==> config.mk <==
export PLATFORM = sky130hd
export DESIGN_NAME = tdma_dispatcher
export DESIGN_NICKNAME = d
export VERILOG_FILES = /design/src/rtl/memoredf_pkg.sv /design/src/rtl/dispatch_fifo2.sv /design/src/rtl/tdma_dispatcher.sv
export SDC_FILE = /design/constraint.sdc
export NUM_CORES = 1
export LEC_CHECK = 0
export ABC_AREA = 0
export CAP_MARGIN = 30
export CORE_UTILIZATION = 43
export CTS_BUF_LIST = sky130_fd_sc_hd__clkbuf_4
export DETAILED_ROUTE_END_ITERATION = 16
export GPL_ROUTABILITY_DRIVEN = 0
export PLACE_DENSITY = 0.81
export SYNTH_ARGS = -nofsm -noshare
export SYNTH_HDL_FRONTEND = slang
export SYNTH_SLANG_ARGS = --single-unit
export TNS_END_PERCENT = 30
==> constraint.sdc <==
create_clock -name clock -period 2.3 [get_ports clock]
set_input_delay 0.345 -clock clock [delete_from_list [all_inputs] [get_ports clock]]
set_output_delay 0.345 -clock clock [all_outputs]
set_load 0.1 [all_outputs]
==> src/rtl/memoredf_pkg.sv <==
// rtl/memoredf_pkg.sv - shared types and defaults for the TDMA dispatcher
package memoredf_pkg;

  localparam int DEFAULT_NUM_QUEUES  = 4;
  localparam int DEFAULT_DATA_WIDTH  = 64;
  localparam int DEFAULT_REG_SIZE    = 32;
  localparam int QUEUE_ID_WIDTH      = $clog2(DEFAULT_NUM_QUEUES);

  // One buffered request: opaque payload plus the queue it came from.
  typedef struct packed {
    logic [QUEUE_ID_WIDTH-1:0]     queue;
    logic [DEFAULT_DATA_WIDTH-1:0] payload;
  } request_t;

  typedef enum logic [1:0] {
    EMPTY = 2'd0,
    ONE   = 2'd1,
    FULL  = 2'd2
  } fifo_state_t;

endpackage

==> src/rtl/dispatch_fifo2.sv <==
// rtl/dispatch_fifo2.sv - 2-entry valid/ready FIFO with registered head
// Ports: clock/reset_n; push side i_push_valid/i_push_data/o_push_ready;
//        pop side o_pop_valid/o_pop_data/i_pop_ready.
module dispatch_fifo2
  import memoredf_pkg::*;
#(
  parameter int WIDTH = 8
) (
  input  logic             clock,
  input  logic             reset_n,
  input  logic             i_push_valid,
  input  logic [WIDTH-1:0] i_push_data,
  output logic             o_push_ready,
  output logic             o_pop_valid,
  output logic [WIDTH-1:0] o_pop_data,
  input  logic             i_pop_ready
);

  fifo_state_t      r_state;
  fifo_state_t      w_next_state;
  logic [WIDTH-1:0] r_head;
  logic [WIDTH-1:0] r_tail;
  logic             w_push;
  logic             w_pop;

  // Ready depends only on state, so downstream ready never reaches upstream ready.
  assign o_push_ready = (r_state != FULL);
  assign o_pop_valid  = (r_state != EMPTY);
  assign o_pop_data   = r_head;
  assign w_push       = i_push_valid && o_push_ready;
  assign w_pop        = o_pop_valid && i_pop_ready;

  always_ff @(posedge clock or negedge reset_n) begin
    if (!reset_n) r_state <= EMPTY;
    else          r_state <= w_next_state;
  end

  always_comb begin
    w_next_state = r_state;
    case (r_state)
      EMPTY:   if (w_push) w_next_state = ONE;
      ONE: begin
        if (w_push && !w_pop)      w_next_state = FULL;
        else if (!w_push && w_pop) w_next_state = EMPTY;
      end
      FULL:    if (w_pop) w_next_state = ONE;
      default: w_next_state = EMPTY;
    endcase
  end

  // Head is always the output register; tail only holds the second entry when FULL.
  always_ff @(posedge clock or negedge reset_n) begin
    if (!reset_n) begin
      r_head <= '0;
      r_tail <= '0;
    end else begin
      if (w_push && (r_state == EMPTY || (r_state == ONE && w_pop)))
        r_head <= i_push_data;
      else if (w_pop && r_state == FULL)
        r_head <= r_tail;
      if (w_push && r_state == ONE && !w_pop)
        r_tail <= i_push_data;
    end
  end

endmodule

==> src/rtl/tdma_dispatcher.sv <==
// rtl/tdma_dispatcher.sv - forwards requests of the slot-owning queue to memory
// Ports: clock/reset_n; selection (slot owner); in_valid/in_data/in_ready per queue;
//        out_valid/out_data/out_queue/out_ready toward memory;
//        clear_counts and grant_count (per-queue saturating accept counters).
module tdma_dispatcher
  import memoredf_pkg::*;
#(
  parameter int NUMBER_OF_QUEUES = DEFAULT_NUM_QUEUES,
  parameter int DATA_WIDTH       = DEFAULT_DATA_WIDTH,
  parameter int REGISTER_SIZE    = DEFAULT_REG_SIZE
) (
  input  logic                                  clock,
  input  logic                                  reset_n,
  input  logic [$clog2(NUMBER_OF_QUEUES)-1:0]   selection,
  input  logic [NUMBER_OF_QUEUES-1:0]           in_valid,
  input  logic [NUMBER_OF_QUEUES*DATA_WIDTH-1:0] in_data,
  output logic [NUMBER_OF_QUEUES-1:0]           in_ready,
  output logic                                  out_valid,
  output logic [DATA_WIDTH-1:0]                 out_data,
  output logic [$clog2(NUMBER_OF_QUEUES)-1:0]   out_queue,
  input  logic                                  out_ready,
  input  logic                                  clear_counts,
  output logic [NUMBER_OF_QUEUES*REGISTER_SIZE-1:0] grant_count
);

  localparam int QW = $clog2(NUMBER_OF_QUEUES);
  localparam int EW = DATA_WIDTH + QW;

  logic                     w_fifo_ready;
  logic                     w_sel_in_range;
  logic [NUMBER_OF_QUEUES-1:0] w_grant;
  logic [DATA_WIDTH-1:0]    w_payload;
  logic [EW-1:0]            w_pop_data;
  logic [REGISTER_SIZE-1:0] r_grant_count [NUMBER_OF_QUEUES];

  // Non-power-of-two queue counts leave unused selection codes that serve nobody.
  assign w_sel_in_range = ({1'b0, selection} < (QW+1)'(NUMBER_OF_QUEUES));

  // Gating with reset_n keeps every in_ready low while reset is held.
  always_comb begin
    w_payload = '0;
    in_ready  = '0;
    w_grant   = '0;
    for (int i = 0; i < NUMBER_OF_QUEUES; i++) begin
      in_ready[i] = reset_n && w_fifo_ready && w_sel_in_range && (selection == QW'(i));
      w_grant[i]  = in_ready[i] && in_valid[i];
      if (in_ready[i]) w_payload = in_data[i*DATA_WIDTH +: DATA_WIDTH];
    end
  end

  dispatch_fifo2 #(
    .WIDTH(EW)
  ) u_fifo (
    .clock        (clock),
    .reset_n      (reset_n),
    .i_push_valid (|w_grant),
    .i_push_data  ({selection, w_payload}),
    .o_push_ready (w_fifo_ready),
    .o_pop_valid  (out_valid),
    .o_pop_data   (w_pop_data),
    .i_pop_ready  (out_ready)
  );

  assign out_queue = w_pop_data[EW-1 -: QW];
  assign out_data  = w_pop_data[DATA_WIDTH-1:0];

  for (genvar g = 0; g < NUMBER_OF_QUEUES; g++) begin : g_count
    // Clear wins over the old value but not over a same-cycle grant, leaving 1.
    always_ff @(posedge clock or negedge reset_n) begin
      if (!reset_n)
        r_grant_count[g] <= '0;
      else if (clear_counts)
        r_grant_count[g] <= REGISTER_SIZE'(w_grant[g]);
      else if (w_grant[g] && (r_grant_count[g] != '1))
        r_grant_count[g] <= r_grant_count[g] + REGISTER_SIZE'(1);
    end
    assign grant_count[g*REGISTER_SIZE +: REGISTER_SIZE] = r_grant_count[g];
  end

endmodule

* Yosys cells after proc, flatten, opt, wreduce, memory -nomap -nowiden
Index checks and enable logic that the tools add are counted.
** Storage, ports and cells
- Flip-flop bits (word level) :: 262
- Bits in latches :: 0
- Memory bits (writable) :: 0
- Memory bits (read-only) :: 0
- Bits of input ports :: 266
- Output and inout port bits :: 199
- Logic and storage cells :: 78
- Memories kept :: 0
** Operators by class
- Add/subtract/negate cells :: 4
- $mul :: 0
- Divide/modulo/power cells :: 0
- Magnitude comparators :: 0
- Eq/ne operators :: 13
- Shift-type cells :: 0
- Mux-type cells :: 19
- Bitwise operators :: 0
- Reduce and logical (&&, ||, !) cells :: 35
** Operators with widths (number)
- $mux 32 :: 8
- $mux 64 :: 4
- $mux 66 :: 2
- $add 32x1->32 const B :: 4
- $ne 32x32->1 const B :: 4
- $logic_and 1x1->1 :: 22
- $reduce_bool 2->1 :: 6
- $mux 2 :: 4
- $eq 2x2->1 const B :: 3
- $pmux 2 s3 :: 1
- $eq 2x1->1 const B :: 2
- $logic_not 2->1 :: 2
- $ne 2x1->1 const B :: 2
- $reduce_or 4->1 :: 1
- $ne 3x1->1 const B :: 1
- $reduce_and 3->1 :: 1
- $logic_not 1->1 :: 2
- $ne 2x2->1 const B :: 1
- $logic_or 1x1->1 :: 1

* Depth between registers and ports, before layout
- Word-level depth :: 11
- Gate-level depth with buffers :: 10
- Depth with buffers taken out :: 7

* Cells and area by module
Synthesis repeated with hierarchy kept, for this count alone.
** Unflattened totals
- Cells, all modules :: 1432
- Area total of the unflattened synthesis :: 14451.4 µm²
** By module, submodules not included
- tdma_dispatcher :: instances 1, cells each 1056, area an instance 8929.8 µm², seq. area each 3203.1 µm²
- dispatch_fifo2 :: instances 1, cells each 376, area an instance 5521.5 µm², seq. area each 3353.2 µm²

* Worst setup path after synthesis
OpenSTA, ideal clock, no wires.
- Kind :: flip-flop to flip-flop
- From :: reg r_grant_count (netlist bit grant_count[32])
- To :: reg r_grant_count (netlist bit grant_count[40])
- Library setup time :: 0.132 ns
- Arrival time :: 2.752 ns
- Required time :: 2.168 ns
- Slack :: -0.584 ns
- Cell stages (with the launch flop) :: 9
- Buffers on the path :: 1
- Period minus slack after synthesis :: 2.884 ns
- Cells stage by stage :: dfrtp_1 -> ha_1 -> nand2_1 -> or4_1 -> nor4b_2 -> buf_2 -> nor4_1 -> xnor2_1 -> nor2_1
** On the way
- Cells in the longest elaborated chain, start to end :: 3
- Elaborated cells on any way between the ends :: 6
- Those cells by class :: add/sub: 1; eq/ne: 1; mux: 2; reduce/logical: 2
** RTL lines
- start: declaration :: line tdma_dispatcher.sv:34 : logic [REGISTER_SIZE-1:0] r_grant_count [NUMBER_OF_QUEUES];
- start signal: indexed assignment :: line tdma_dispatcher.sv:73 : r_grant_count[g] <= REGISTER_SIZE'(w_grant[g]);
- start signal: indexed assignment :: line tdma_dispatcher.sv:75 : r_grant_count[g] <= r_grant_count[g] + REGISTER_SIZE'(1);
- $add 32x1->32 / $ne 32x32->1 (equally long branches) :: line tdma_dispatcher.sv:75, tdma_dispatcher.sv:74
- $mux 32 / $logic_and 1x1->1 (equally long branches) :: line tdma_dispatcher.sv:74 : else if (w_grant[g] && (r_grant_count[g] != '1))
- $mux 32 / $reduce_bool 2->1 (equally long branches)
Parallel ways exist; a longest one is shown, timed or not. The select of a mux whose other input is x is not followed.
A chain may end at the register's enable or synchronous reset.

* Worst setup path after layout
- From :: reg u_fifo.r_state[1]
- To :: out in_ready[2]
** On the way
- Cells in the longest elaborated chain, start to end :: 3
** RTL lines
- start: declaration :: line dispatch_fifo2.sv:19 : fifo_state_t r_state;
- start signal: assignment :: line dispatch_fifo2.sv:35 : else r_state <= w_next_state;
- $ne 2x2->1 :: line dispatch_fifo2.sv:27 : assign o_push_ready = (r_state != FULL);
- $logic_and 1x1->1 (2 in a row) :: line tdma_dispatcher.sv:45 : in_ready[i] = reset_n && w_fifo_ready && w_sel_in_range && (selection == QW'(i));
- end: declaration :: line tdma_dispatcher.sv:17 : output logic [NUMBER_OF_QUEUES-1:0] in_ready,
Every way passes these cells.

==> impl_metrics.yaml <==
status:
  status: "completed"
global_route:
  grt_pass1_vias: 13893
  grt-ovfl-total: 0
  grt_pass1_wl_microns: 74600
  grt_usage: 0.288
  antenna_found_initial: 8
  grt_max_degree: 179
critical_path:
  end_kind: "output pin"
  path_max_fanout: 5
  required_ps: 1960
  cp.arrival_ps: 1950
  crit_type: "reg -> out"
  start_kind: "register"
  timing.rr.end: "u_fifo.o_pop_data[53]"
  reg2regPathDepth: 10
  r2r-start: "u_fifo.r_state[0]"
  reg2reg_slack_ps: 50
yosys:
  ys_types: 67
  synth_ff_type: "dfrtp_1"
  yosys_warnings: 0
  synth_edf_count: 0
  synth_area_sq_mm: 0.0138
  synth_cells: 1413
  synth_async_sr_flop_share: 1.00
  syn_nets: 1683
  ys_seq_area_frac: 0.475
  synth_seq_cells: 262
  syn_area_per_cell_sq_um: 9.77
drt:
  firstDrtPassIters: 6
  num_vias: 13849
  drc: 0
  vias_per_cell: 5.65
  finalWirelength_microns: 47500
  wl_per_cell_microns: 19.4
  ant_nets: 0
  drt_iter0_drc: 1006
power_and_ir_drop:
  power_density_mw_per_mm2: 848
  leakage_uw: 0.00898
  ir_drop_uv: 626
die:
  die-area_sq_mm: 0.0328
  rows: 65
  core-area_sq_mm: 0.0316
  die_w_microns: 181
  start_util: 0.438
  pin_count: 465
  fp.dieH_microns: 181
final_layout:
  fin_nets: 2258
  mostFrequentLayoutCells: "buf_4, clkdlybuf4s50_1, dfrtp_1, nor2_1, nand2_1"
  fillers: 2517
  drive_above_1_share: 0.289
  area_delta_synth_final_pct: 49.0
  final_common_cell: "buf_4"
min_path:
  hold_class: "in -> reg"
  min_to: "grant_count[92]"
  holdPathStages: 2
  hold_path.startpoint: "clear_counts"
timing:
  finClkSkew_ps: 53.8
  slew_viol_final: 0
  rsz0062_at_grt: "yes"
  hold_violations: 0
  slew_headroom: 0.387
  clock.fmax_ghz: 0.437
  worstMarginPinSlew_ps: 920
  hold_ws_ps: 65.4
  fin_crit_ps: 2290
  timing.setup.tns_ps: 0
  post-route-period-util: 0.996
  finalSetupViolCount: 0
clock_tree:
  cts_max_level: 3
  cts_root_buf: "clkbuf_4"
  cts.sinks: 262
  tritoncts: "done"
  insertion_delay_ps: 690
  numCtsBuffers: 74
  clk_pin_slew_worst_paths_ps: 70
  clk_path_buf_depth: 3
job:
  max_cap_viol_count: 0
placement:
  dp_hpwl_microns: 34200
  io_buffers: 464
==> stage by stage <==
| stage | instance area, sq um | std cells | total power, uW | setup slack [ps] | utilization |
|---|---|---|---|---|---|
| 6_report | 20600 | 2452 | 17400 | 9.56 | 0.652 |
| 3_5_place_dp | 19300 | 2293 | 13100 | -330 | 0.612 |
| 4_1_cts | 20500 | 2440 | 17500 | -66.8 | 0.649 |
| 3_3_place_gp | 19300 | 2292 | 12900 | -268 | 0.611 |
| 5_1_grt | 20600 | 2451 | 18200 | -97.3 | 0.652 |
| 2_1_floorplan | 14000 | 1413 | 10900 | -357 | - |
==> area by class of cell <==
type / count / area, sq um / share of cell area
multi-input combinational: 1045 / 6870 / 0.334
inverter: 14 / 55.1 / 0.00268
antenna: 8 / 20.0 / 0.000973
clock buffer: 106 / 796 / 0.0387
clock inverter: 24 / 139 / 0.00675
tap: 402 / 503 / 0.0244
timing repair buffer: 591 / 5490 / 0.267
sequential: 262 / 6700 / 0.326
==> report_power, final <==
part	total (uW)	switching (uW)	internal, uW
registers	6230	619	5610
clock network	4290	2040	2250
logic	6930	4970	1960
total	17400	7630	9820
==> per-layer routing <==
metal,share of wire,routed length [microns],up-vias,global-route usage
met3,0.062,2940,131,0.0540
met4,0.047,2240,2,0.148
met2,0.50,23600,621,0.484
li1,-,-,6384,-
met5,0.00027,13,-,0
met1,0.39,18700,6711,0.353
==> registers in the layout, summed over array words and instances (netlist names) <==
register,flops
grant_count,128
u_fifo.o_pop_data,66
u_fifo.r_tail,66
u_fifo.r_state,2
==> logic make-up after synthesis <==
family	count (synthesis)	synth area share
compound gates	258	0.138
xor+xnor	102	0.0647
fa+ha+maj	5	0.00435
buf+inv	106	0.0347
flops	262	0.475
mux	93	0.0729
simple gates	587	0.211
==> Yosys cell counts, types with 2 or more instances <==
cell	n	area share
mux2i_1	33	0.024
nand4_1	37	0.017
and3_1	21	0.0095
nand2b_1	6	0.0027
or4_1	5	0.0027
a21oi_1	53	0.019
dfrtp_1	262	0.47
nor3_2	4	0.0029
o221ai_1	6	0.0038
nand3_1	52	0.019
buf_2	23	0.0083
inv_1	14	0.0038
buf_6	2	0.0016
or3_1	23	0.010
and4_1	18	0.011
ha_1	4	0.0036
o21ai_0	52	0.019
mux2_2	30	0.024
mux2_1	30	0.024
nor2_1	181	0.049
buf_4	10	0.0054
a222oi_1	29	0.021
nor3_1	30	0.011
nand2_1	160	0.044
xor2_1	52	0.033
nor2b_1	4	0.0018
nor4_2	4	0.0036
nor4_1	15	0.0068
nor3b_1	2	0.0011
a22oi_1	3	0.0016
xnor2_1	50	0.032
nand4b_1	5	0.0032
buf_1	6	0.0016
and2_1	8	0.0036
nor4_4	3	0.0046
o31a_1	2	0.0013
a31oi_1	32	0.015
a221oi_1	29	0.018
a221o_1	35	0.025
clkbuf_1	51	0.014
==> critical path, cell delays in order, from the launching register on <==
cell	delay [ps]
dfrtp_1	380
nor2b_4	160
buf_6	130
or3_4	390
inv_4	70
buf_12	170
==> worst max path at each step <==
stage / startpoint / endpoint / slack, ps / cells past startpoint
4_1_cts: u_fifo.r_state[1] / in_ready[2] / -70 / 5
3_3_place_gp: selection[1] / u_fifo.o_pop_data[0] / -270 / 9
5_1_grt: u_fifo.r_state[1] / in_ready[2] / -100 / 5
2_1_floorplan: u_fifo.r_state[1] / u_fifo.o_pop_data[43] / -360 / 8
3_5_place_dp: selection[1] / u_fifo.o_pop_data[45] / -330 / 9
6_report: u_fifo.r_state[1] / in_ready[2] / 10 / 5
==> what timing repair did <==
action                                 4_1_cts  5_1_grt
pin swaps                                    1        1
hold buffers                                 1        1
setup buffers                               13        4
gates cloned                                 3        0
endpoints found under the hold margin      205       19
setup endpoints to repair                   26      100
resized for setup                            5       15
No activity file was read; power rests on OpenSTA's default activity.
